===== config.mk =====
export PLATFORM = sky130hd
export DESIGN_NAME = lcd_read_ctrl
export DESIGN_NICKNAME = d
export VERILOG_FILES = /design/src/rtl/lcd_read_ctrl.sv
export SDC_FILE = /design/constraint.sdc
export NUM_CORES = 1
export LEC_CHECK = 0
export ABC_AREA = 1
export CAP_MARGIN = 10
export CORE_ASPECT_RATIO = 2
export CORE_MARGIN = 2
export CORE_UTILIZATION = 35
export CTS_CLUSTER_SIZE = 40
export DETAILED_ROUTE_END_ITERATION = 10
export PLACE_DENSITY = 0.66
export SYNTH_ARGS = -nofsm -noshare
export SYNTH_HDL_FRONTEND = slang
export SYNTH_SLANG_ARGS = --single-unit

===== constraint.sdc =====
create_clock -name i_clk -period 2.55 [get_ports i_clk]
set_input_delay 0.51 -clock i_clk [delete_from_list [all_inputs] [get_ports i_clk]]
set_output_delay 0.51 -clock i_clk [all_outputs]
set_load 0.05 [all_outputs]

===== src/rtl/lcd_read_ctrl.sv =====
// Read-side controller for an HD44780-compatible character LCD.
// Issues timed RW=1 accesses for status (BF/AC) or data bytes, with optional busy-flag polling.
module lcd_read_ctrl #(
    parameter int SIZE_DATA = 8,
    parameter int CNT_AS    = 2,
    parameter int CNT_EH    = 25,
    parameter int CNT_EL    = 25,
    parameter int MAX_POLL  = 1024
) (
    input  logic                 i_clk,
    input  logic                 i_rst_n,
    input  logic                 i_req,
    input  logic                 i_rs,
    input  logic                 i_poll,
    input  logic [SIZE_DATA-1:0] i_LCD_DATA,
    output logic                 o_LCD_E,
    output logic                 o_LCD_RW,
    output logic                 o_LCD_RS,
    output logic                 o_ready,
    output logic                 o_valid,
    output logic [SIZE_DATA-1:0] o_data,
    output logic                 o_busy_flag,
    output logic [6:0]           o_addr,
    output logic                 o_timeout
);

    // state | meaning
    // IDLE  | RW=0, E=0, waiting for i_req
    // SETUP | RW=1, RS valid, E=0 for CNT_AS cycles
    // EHIGH | E=1 for CNT_EH cycles, bus sampled on the last one
    // EHOLD | E=0, RW/RS held for CNT_EL cycles, decide re-poll
    // DONE  | one-cycle o_valid, RW=0

    localparam int MAX_AB  = (CNT_AS > CNT_EH) ? CNT_AS : CNT_EH;
    localparam int MAX_ABC = (MAX_AB > CNT_EL) ? MAX_AB : CNT_EL;
    localparam int CNT_MAX = (MAX_ABC > MAX_POLL) ? MAX_ABC : MAX_POLL;
    localparam int CW      = $clog2(CNT_MAX + 1);

    typedef enum logic [2:0] {
        IDLE,
        SETUP,
        EHIGH,
        EHOLD,
        DONE
    } state_t;

    state_t          state;
    logic [CW-1:0]   cnt;
    logic [CW-1:0]   poll_cnt;
    logic            rs_q;
    logic            poll_q;

    assign o_ready = (state == IDLE);

    always_ff @(posedge i_clk) begin
        if (!i_rst_n) begin
            state       <= IDLE;
            cnt         <= '0;
            poll_cnt    <= '0;
            rs_q        <= 1'b0;
            poll_q      <= 1'b0;
            o_LCD_E     <= 1'b0;
            o_LCD_RW    <= 1'b0;
            o_LCD_RS    <= 1'b0;
            o_valid     <= 1'b0;
            o_data      <= '0;
            o_busy_flag <= 1'b0;
            o_addr      <= '0;
            o_timeout   <= 1'b0;
        end else begin
            case (state)
                IDLE: begin
                    o_LCD_E  <= 1'b0;
                    o_LCD_RW <= 1'b0;
                    o_valid  <= 1'b0;
                    if (i_req) begin
                        rs_q      <= i_rs;
                        poll_q    <= i_poll & ~i_rs;
                        o_timeout <= 1'b0;
                        poll_cnt  <= '0;
                        cnt       <= CW'(CNT_AS - 1);
                        o_LCD_RW  <= 1'b1;
                        o_LCD_RS  <= i_rs;
                        state     <= SETUP;
                    end
                end
                SETUP: begin
                    if (cnt == '0) begin
                        o_LCD_E <= 1'b1;
                        cnt     <= CW'(CNT_EH - 1);
                        state   <= EHIGH;
                    end else begin
                        cnt <= cnt - CW'(1);
                    end
                end
                EHIGH: begin
                    if (cnt == '0) begin
                        o_LCD_E <= 1'b0;
                        o_data  <= i_LCD_DATA;
                        if (!rs_q) begin
                            o_busy_flag <= i_LCD_DATA[7];
                            o_addr      <= i_LCD_DATA[6:0];
                        end
                        cnt   <= CW'(CNT_EL - 1);
                        state <= EHOLD;
                    end else begin
                        cnt <= cnt - CW'(1);
                    end
                end
                EHOLD: begin
                    if (cnt != '0) begin
                        cnt <= cnt - CW'(1);
                    end else if (poll_q && o_busy_flag && (poll_cnt < CW'(MAX_POLL - 1))) begin
                        // Still busy: go straight into another status read, RW stays high
                        poll_cnt <= poll_cnt + CW'(1);
                        cnt      <= CW'(CNT_AS - 1);
                        state    <= SETUP;
                    end else begin
                        o_timeout <= poll_q & o_busy_flag;
                        o_LCD_RW  <= 1'b0;
                        o_LCD_RS  <= 1'b0;
                        o_valid   <= 1'b1;
                        state     <= DONE;
                    end
                end
                DONE: begin
                    o_valid <= 1'b0;
                    state   <= IDLE;
                end
                default: begin
                    o_LCD_E  <= 1'b0;
                    o_LCD_RW <= 1'b0;
                    o_valid  <= 1'b0;
                    state    <= IDLE;
                end
            endcase
        end
    end

endmodule


==> results of run 1 <==
## placed cells by master, fill, tap and decap left out, types with 2 or more instances in the layout
master,synthesis,layout
nand4_1,4,4
a21oi_1,43,43
nor3_2,3,3
inv_2,2,2
nor4_1,2,2
nand3_1,24,24
o21bai_1,3,3
o2111ai_1,4,4
o21ai_0,18,18
ha_1,3,3
xor2_1,5,5
o21ai_1,3,3
nand2_2,9,9
xnor2_1,2,2
nor2_1,36,36
o211ai_1,3,3
nand3_2,4,4
nand2_1,80,80
nor2_4,4,4
buf_4,0,4
inv_1,45,45
dfxtp_1,48,48
nor2_2,3,3
clkbuf_16,0,5
clkdlybuf4s50_1,0,34
## cells in the mapped netlist
master | count | share of area [%]
a21oi_1 | 43 | 8.4
a21oi_2 | 1 | 0.34
a21oi_4 | 1 | 0.63
buf_1 | 1 | 0.15
buf_2 | 2 | 0.39
buf_6 | 3 | 1.3
clkbuf_1 | 4 | 0.58
dfxtp_1 | 48 | 37
ha_1 | 3 | 1.5
inv_1 | 45 | 6.6
inv_2 | 2 | 0.29
inv_4 | 1 | 0.24
nand2_1 | 80 | 12
nand2_2 | 9 | 2.2
nand2_4 | 1 | 0.44
nand3_1 | 24 | 4.7
nand3_2 | 4 | 1.6
nand3_4 | 1 | 0.68
nand3b_1 | 1 | 0.29
nand4_1 | 4 | 0.97
nor2_1 | 36 | 5.3
nor2_2 | 3 | 0.73
nor2_4 | 4 | 1.7
nor3_1 | 1 | 0.19
nor3_2 | 3 | 1.2
nor3b_2 | 1 | 0.49
nor4_1 | 2 | 0.49
o2111ai_1 | 4 | 1.4
o211ai_1 | 3 | 0.87
o21ai_0 | 18 | 3.5
o21ai_1 | 3 | 0.58
o21bai_1 | 3 | 0.87
or2_1 | 1 | 0.24
xnor2_1 | 2 | 0.68
xor2_1 | 5 | 1.7
## through the flow
stage / hold slack [ns] / std cells
2_1_floorplan: 0.4390 / 367
3_3_place_gp: 0.4307 / 487
3_5_place_dp: 0.4373 / 487
4_1_cts: 0.4474 / 495
5_1_grt: 0.4760 / 495
6_report: 0.4443 / 495
## routing by layer
layer | vias up | GRT usage (%) | part of all wire (%)
li1 | 1267 | - | -
met1 | 1137 | 16.94 | 36
met2 | 54 | 32.72 | 56
met3 | 28 | 2.248 | 2.2
met4 | 0 | 13.52 | 5.3
met5 | - | 0 | 0
## cell families after synthesis
group / count (synthesis) / share of synthesized area [%]
adder cells (fa/ha/maj): 3 / 1.459
AND/OR/NAND/NOR: 175 / 32.77
buffers and inverters: 58 / 9.528
flip-flops: 48 / 37.34
AO/OA/AOI/OAI: 76 / 16.53
XOR/XNOR: 7 / 2.382
## cell type report
class                           instances  area [µm²]  area share, %
Sequential cell                        48       960.9          30.51
Tap cell                               92       115.1          3.655
Clock inverter                          2       13.76         0.4370
Clock buffer                            6       138.9          4.410
Timing Repair Buffer                   38       370.4          11.76
Inverter                               48       182.7          5.801
Multi-Input combinational cell        261        1368          43.42
## worst max path at each step
| stage | from | endpoint | slack, ns |
|---|---|---|---|
| floorplan | state[1]$_SDFFE_PN0P_ | o_ready | 0.84 |
| global placement | i_req | poll_cnt[10]$_SDFFE_PN0P_ | 0.44 |
| detailed placement | i_req | poll_cnt[10]$_SDFFE_PN0P_ | 0.39 |
| CTS | state[1]$_SDFFE_PN0P_ | o_ready | 0.18 |
| global route | state[1]$_SDFFE_PN0P_ | o_ready | 0.08 |
| finish | state[1]$_SDFFE_PN0P_ | o_ready | 0.19 |
## state kept, by name, indices dropped and copies added (netlist names), 3 cells and up
signal    cells
o_data        8
poll_cnt     11
o_addr        7
state         3
cnt          11
## power by group through the flow
stage | clock network [mW] | logic (mW) | registers [mW]
floorplan | 0 | 1.39 | 1.28
global placement | 0 | 2.07 | 1.08
detailed placement | 0 | 2.10 | 1.08
CTS | 0.701 | 2.11 | 1.07
global route | 0.737 | 2.33 | 1.10
finish | 0.683 | 2.10 | 1.07
## worst register-to-register path, cell delays in order (launching register included)
cell and delay, ns:
dfxtp_1 0.45, nand2_1 0.18, nor2_4 0.16, nand3_2 0.13, nand2_2 0.11, nand2_1 0.29, nand2_2 0.30, nand2_1 0.09
a21oi_1 0.13
==> results.py, run 1 <==
metrics = {
    "run_status": {
        "status": "complete, no violations",
    },
    "pwr": {
        "p_int_mw": 1.983,
        "pwr-share-clk_pct": 17.7,
        "combPwrFrac_pct": 54.6,
        "power_mw": 3.857,
        "peakVddDrop_v": 0.0004712,
        "swShare_pct": 48.59,
        "seqPwrFrac_pct": 27.7,
        "pwr_density_cell_nw_per_um2": 1225,
        "p_switching_mw": 1.874,
        "p_leak_nw": 1.177,
    },
    "synth": {
        "synthCells": 367,
        "synth_nets": 383,
        "ys.warnings.count": 0,
        "synth.avg_cell_area_um2": 7.013,
        "synth_seq_cells": 48,
        "synth_cell_types": 35,
        "synth-seq-area-share_pct": 37.34,
        "syn_area_um2": 2574,
    },
    "critical_path": {
        "worst_r2r_path_depth": 8,
        "cp_data_required_time_ns": 2.04,
        "critPathKind": "reg -> out",
        "worstReg2RegStart": "poll_cnt[3]$_SDFFE_PN0P_",
        "path_buf_inv": 2,
        "path_depth": 4,
        "r2r_slack_ns": 0.65,
        "critPathMaxFanout": 6,
        "critPathLaunchType": "flip-flop",
        "cp-end-kind": "primary output",
        "cp_top_family": "buffers and inverters",
        "crit_path_max_incr_delay_ns": 0.83,
        "cp_slowest_cell": "clkdlybuf4s50_1",
        "cp_data_arrival_time_ns": 1.85,
        "r2r_end": "poll_cnt[8]$_SDFFE_PN0P_",
        "path_cells": "inv_1 -> nand2_2 -> nor2_1 -> clkdlybuf4s50_1",
    },
    "detailed_routing": {
        "viasPerCell": 5.022,
        "drtIter0Drc": 130,
        "drc_errors": 0,
        "dr_total_vias": 2486,
        "drt_wl_total_um": 6605,
        "wire_per_inst_um": 13.34,
        "first_pass_iters": 5,
        "ant_nets": 0,
    },
    "floorplan": {
        "chipWidth_um": 64.64,
        "io_pins": 35,
        "fp-row-count": 44,
        "fp.coreArea_um2": 7212,
        "initial_utilization_pct": 35.69,
        "die_h_um": 125.3,
        "die_area_um2": 8097,
    },
    "timing": {
        "max_slew.worst_pin.slew_ns": 0.6169,
        "setup_tns_ns": 0,
        "fin_crit_sh_pct": 92.44,
        "max_slew_margin_pct": 58.83,
        "period_minus_slack_ns": 2.357,
        "postLayoutSetupSlackWorst_ns": 0.1927,
        "slew_viol_final": 0,
        "max_freq_mhz": 424.2,
        "finalHoldViolCount": 0,
        "setup_viol": 0,
        "rsz0062_at_grt": "no",
        "fin_worst_skew_ns": 0.005278,
    },
    "placed_design": {
        "portBuffers": 34,
        "place_area_um2": 2997,
        "pre_cts_slack_ns": 0.3915,
        "hpwl_um": 5181,
        "gp_congestion": 0.8529,
    },
    "cells_and_area": {
        "area_growth_pct": 22.36,
        "fill_cells": 740,
        "design_area_um2": 3149,
        "layout.nets": 418,
        "drive_gt1_share_pct": 10.67,
        "diodes": 0,
        "postLayoutCoreUtil_pct": 43.67,
    },
    "clock_tree": {
        "numCtsBuffers": 5,
        "htree_levels": 2,
        "cts_max_path_buffers": 2,
        "cts-resized-gates": 0,
        "cts.sinks": 48,
        "hold_buffers": 0,
        "insertion_delay_ns": 0.29,
        "clk_pin_slew_ns": 0.07,
        "cts_root_buf": "clkbuf_16",
        "cts_tree": "built",
        "postCtsSetupBuffers": 0,
    },
    "global_routing": {
        "first_global_vias": 2521,
        "grt_start_max_net_pins": 20,
        "antenna_found_initial": 0,
        "grt.total_usage_pct": 17.69,
        "overflow": 0,
        "grt_pass1_wl_um": 11150,
    },
    "hold_path": {
        "worstHoldEndpoint": "o_addr[6]$_SDFFE_PN0P_",
        "holdPathStages": 2,
        "hold_start": "o_addr[6]$_SDFFE_PN0P_",
        "hp-class": "reg -> reg",
    },
    "job": {
        "maxCapViolCount": 0,
    },
}
Power figures use the tool's default switching activity.
==> inputs of run 2 (changes only) <==
--- a/config.mk
+++ b/config.mk
@@ -12,7 +12,6 @@
 export CORE_UTILIZATION = 35
 export CTS_CLUSTER_SIZE = 40
 export DETAILED_ROUTE_END_ITERATION = 10
-export PLACE_DENSITY = 0.66
 export SYNTH_ARGS = -nofsm -noshare
 export SYNTH_HDL_FRONTEND = slang
 export SYNTH_SLANG_ARGS = --single-unit
==> results.py, run 2 (synthesis gave the netlist of run 1 again) <==
metrics = {
    "run_status": {
        "status": "complete, no violations",
    },
    "timing": {
        "max_freq_mhz": 429.9,
        "max_slew_margin_pct": 64.15,
        "rsz0062_at_grt": "no",
        "fin_worst_skew_ns": 0.003428,
        "slew_viol_final": 0,
        "setup_tns_ns": 0,
        "fin_crit_sh_pct": 91.23,
        "setup_viol": 0,
        "period_minus_slack_ns": 2.326,
        "max_slew.worst_pin.slew_ns": 0.5360,
        "finalHoldViolCount": 0,
    },
    "global_routing": {
        "first_global_vias": 2404,
        "overflow": 0,
        "grt_start_max_net_pins": 20,
        "antenna_found_initial": 0,
        "grt_pass1_wl_um": 11120,
        "grt.total_usage_pct": 17.64,
    },
    "detailed_routing": {
        "dr_total_vias": 2429,
        "ant_nets": 0,
        "drtIter0Drc": 75,
        "wire_per_inst_um": 13.57,
        "first_pass_iters": 5,
        "drc_errors": 0,
        "drt_wl_total_um": 6703,
        "viasPerCell": 4.917,
    },
    "pwr": {
        "peakVddDrop_v": 0.0006899,
        "combPwrFrac_pct": 53.5,
        "p_leak_nw": 1.175,
        "pwr_density_cell_nw_per_um2": 1241,
        "p_int_mw": 2.055,
        "seqPwrFrac_pct": 27.2,
        "p_switching_mw": 1.869,
        "power_mw": 3.924,
        "pwr-share-clk_pct": 19.3,
        "swShare_pct": 47.63,
    },
    "critical_path": {
        "critPathKind": "reg -> out",
        "cp_slowest_cell": "clkdlybuf4s50_1",
        "path_buf_inv": 2,
        "critPathMaxFanout": 6,
        "cp_top_family": "buffers and inverters",
        "r2r_end": "poll_cnt[1]$_SDFFE_PN0P_",
        "path_cells": "inv_1 -> nand2_2 -> nor2_1 -> clkdlybuf4s50_1",
        "critPathLaunchType": "flip-flop",
        "cp_data_required_time_ns": 2.04,
        "worst_r2r_path_depth": 8,
        "cp_data_arrival_time_ns": 1.82,
        "worstReg2RegStart": "poll_cnt[2]$_SDFFE_PN0P_",
        "r2r_slack_ns": 0.65,
        "cp-end-kind": "primary output",
        "crit_path_max_incr_delay_ns": 0.82,
    },
    "clock_tree": {
        "numCtsBuffers": 5,
        "htree_levels": 2,
        "clk_pin_slew_ns": 0.07,
        "cts-resized-gates": 0,
        "hold_buffers": 0,
        "cts.sinks": 48,
        "insertion_delay_ns": 0.29,
        "postCtsSetupBuffers": 0,
        "cts_root_buf": "clkbuf_16",
        "cts_tree": "built",
        "cts_max_path_buffers": 2,
    },
    "floorplan": {
        "fp.coreArea_um2": 7212,
        "die_h_um": 125.3,
        "io_pins": 35,
        "fp-row-count": 44,
        "die_area_um2": 8097,
        "initial_utilization_pct": 35.69,
        "chipWidth_um": 64.64,
    },
    "hold_path": {
        "worstHoldEndpoint": "o_addr[5]$_SDFFE_PN0P_",
        "holdPathStages": 2,
        "hp-class": "reg -> reg",
        "hold_start": "o_addr[5]$_SDFFE_PN0P_",
    },
    "cells_and_area": {
        "area_growth_pct": 22.80,
        "drive_gt1_share_pct": 10.45,
        "reg_top3": "cnt: 11 flops, poll_cnt: 11 flops, o_data: 8 flops",
        "layout.nets": 417,
        "layout_commonest_cell": "nand2_1",
        "multi_input_area_um2": 1368,
        "diodes": 0,
        "seqCellArea_um2": 960.9,
        "final_cells": 494,
        "fill_cells": 769,
        "layout_common_cells": "80 x nand2_1, 48 x dfxtp_1, 45 x inv_1",
    },
    "placed_design": {
        "gp_congestion": 0.7674,
        "portBuffers": 34,
        "hpwl_um": 5278,
        "numPlacedInstances": 486,
    },
    "job": {
        "maxCapViolCount": 0,
    },
}
run 2: changes by cell type in the layout (fill, tap and decap cells not counted):
cell / delta
clkinvlp_4: +1
buf_4: -1
clkbuf_8: -1
bufinv_16: +1
clkinv_2: -1
run 2: layout make-up:
| type | instances | share of cell area, % |
|---|---|---|
| multi-input combinational | 261 | 43.27 |
| sequential | 48 | 30.40 |
| timing repair buffer | 37 | 11.48 |
| inverter | 48 | 5.780 |
| clock buffer | 5 | 3.959 |
| tap | 92 | 3.642 |
| clock inverter | 3 | 1.465 |
run 2: worst max-delay path by stage:
stage / end / start / slack, ns / depth (start not counted)
final: o_ready / state[1]$_SDFFE_PN0P_ / 0.22 / 4
after global routing: o_ready / state[0]$_SDFFE_PN0P_ / 0.13 / 4
after CTS: o_ready / state[1]$_SDFFE_PN0P_ / 0.21 / 4
after detailed placement: poll_cnt[8]$_SDFFE_PN0P_ / i_req / 0.38 / 8
after global placement: poll_cnt[7]$_SDFFE_PN0P_ / i_req / 0.41 / 8
after floorplan: o_ready / state[1]$_SDFFE_PN0P_ / 0.84 / 3
run 2: through the flow:
stage	hold slack, ns	util, %	setup WS (ns)	area (µm²)
2_1_floorplan	0.4390	-	0.8440	2574
3_3_place_gp	0.4304	41.45	0.4102	2989
3_5_place_dp	0.4350	41.45	0.3782	2989
4_1_cts	0.4452	43.82	0.2058	3161
5_1_grt	0.4706	43.82	0.1291	3161
6_report	0.4420	43.82	0.2237	3161
run 2: routing by layer:
layer,GRT usage (%),wire (µm)
met5,0,0
met4,7.384,172
met3,2.698,156
met2,36.27,4003
met1,15.99,2371
run 2: tightest hold or removal path, delay by kind of cell (launching register included):
family          cells  cell delay (ns)
flops               1             0.31
compound gates      1             0.05
buf+inv             1             0.04
run 2: power by group through the flow:
stage / Combinational (mW) / Clock [mW] / Sequential (mW)
floorplan: 1.39 / 0 / 1.28
global placement: 2.09 / 0 / 1.08
detailed placement: 2.11 / 0 / 1.08
CTS: 2.12 / 0.775 / 1.07
global route: 2.32 / 0.806 / 1.10
finish: 2.10 / 0.757 / 1.07
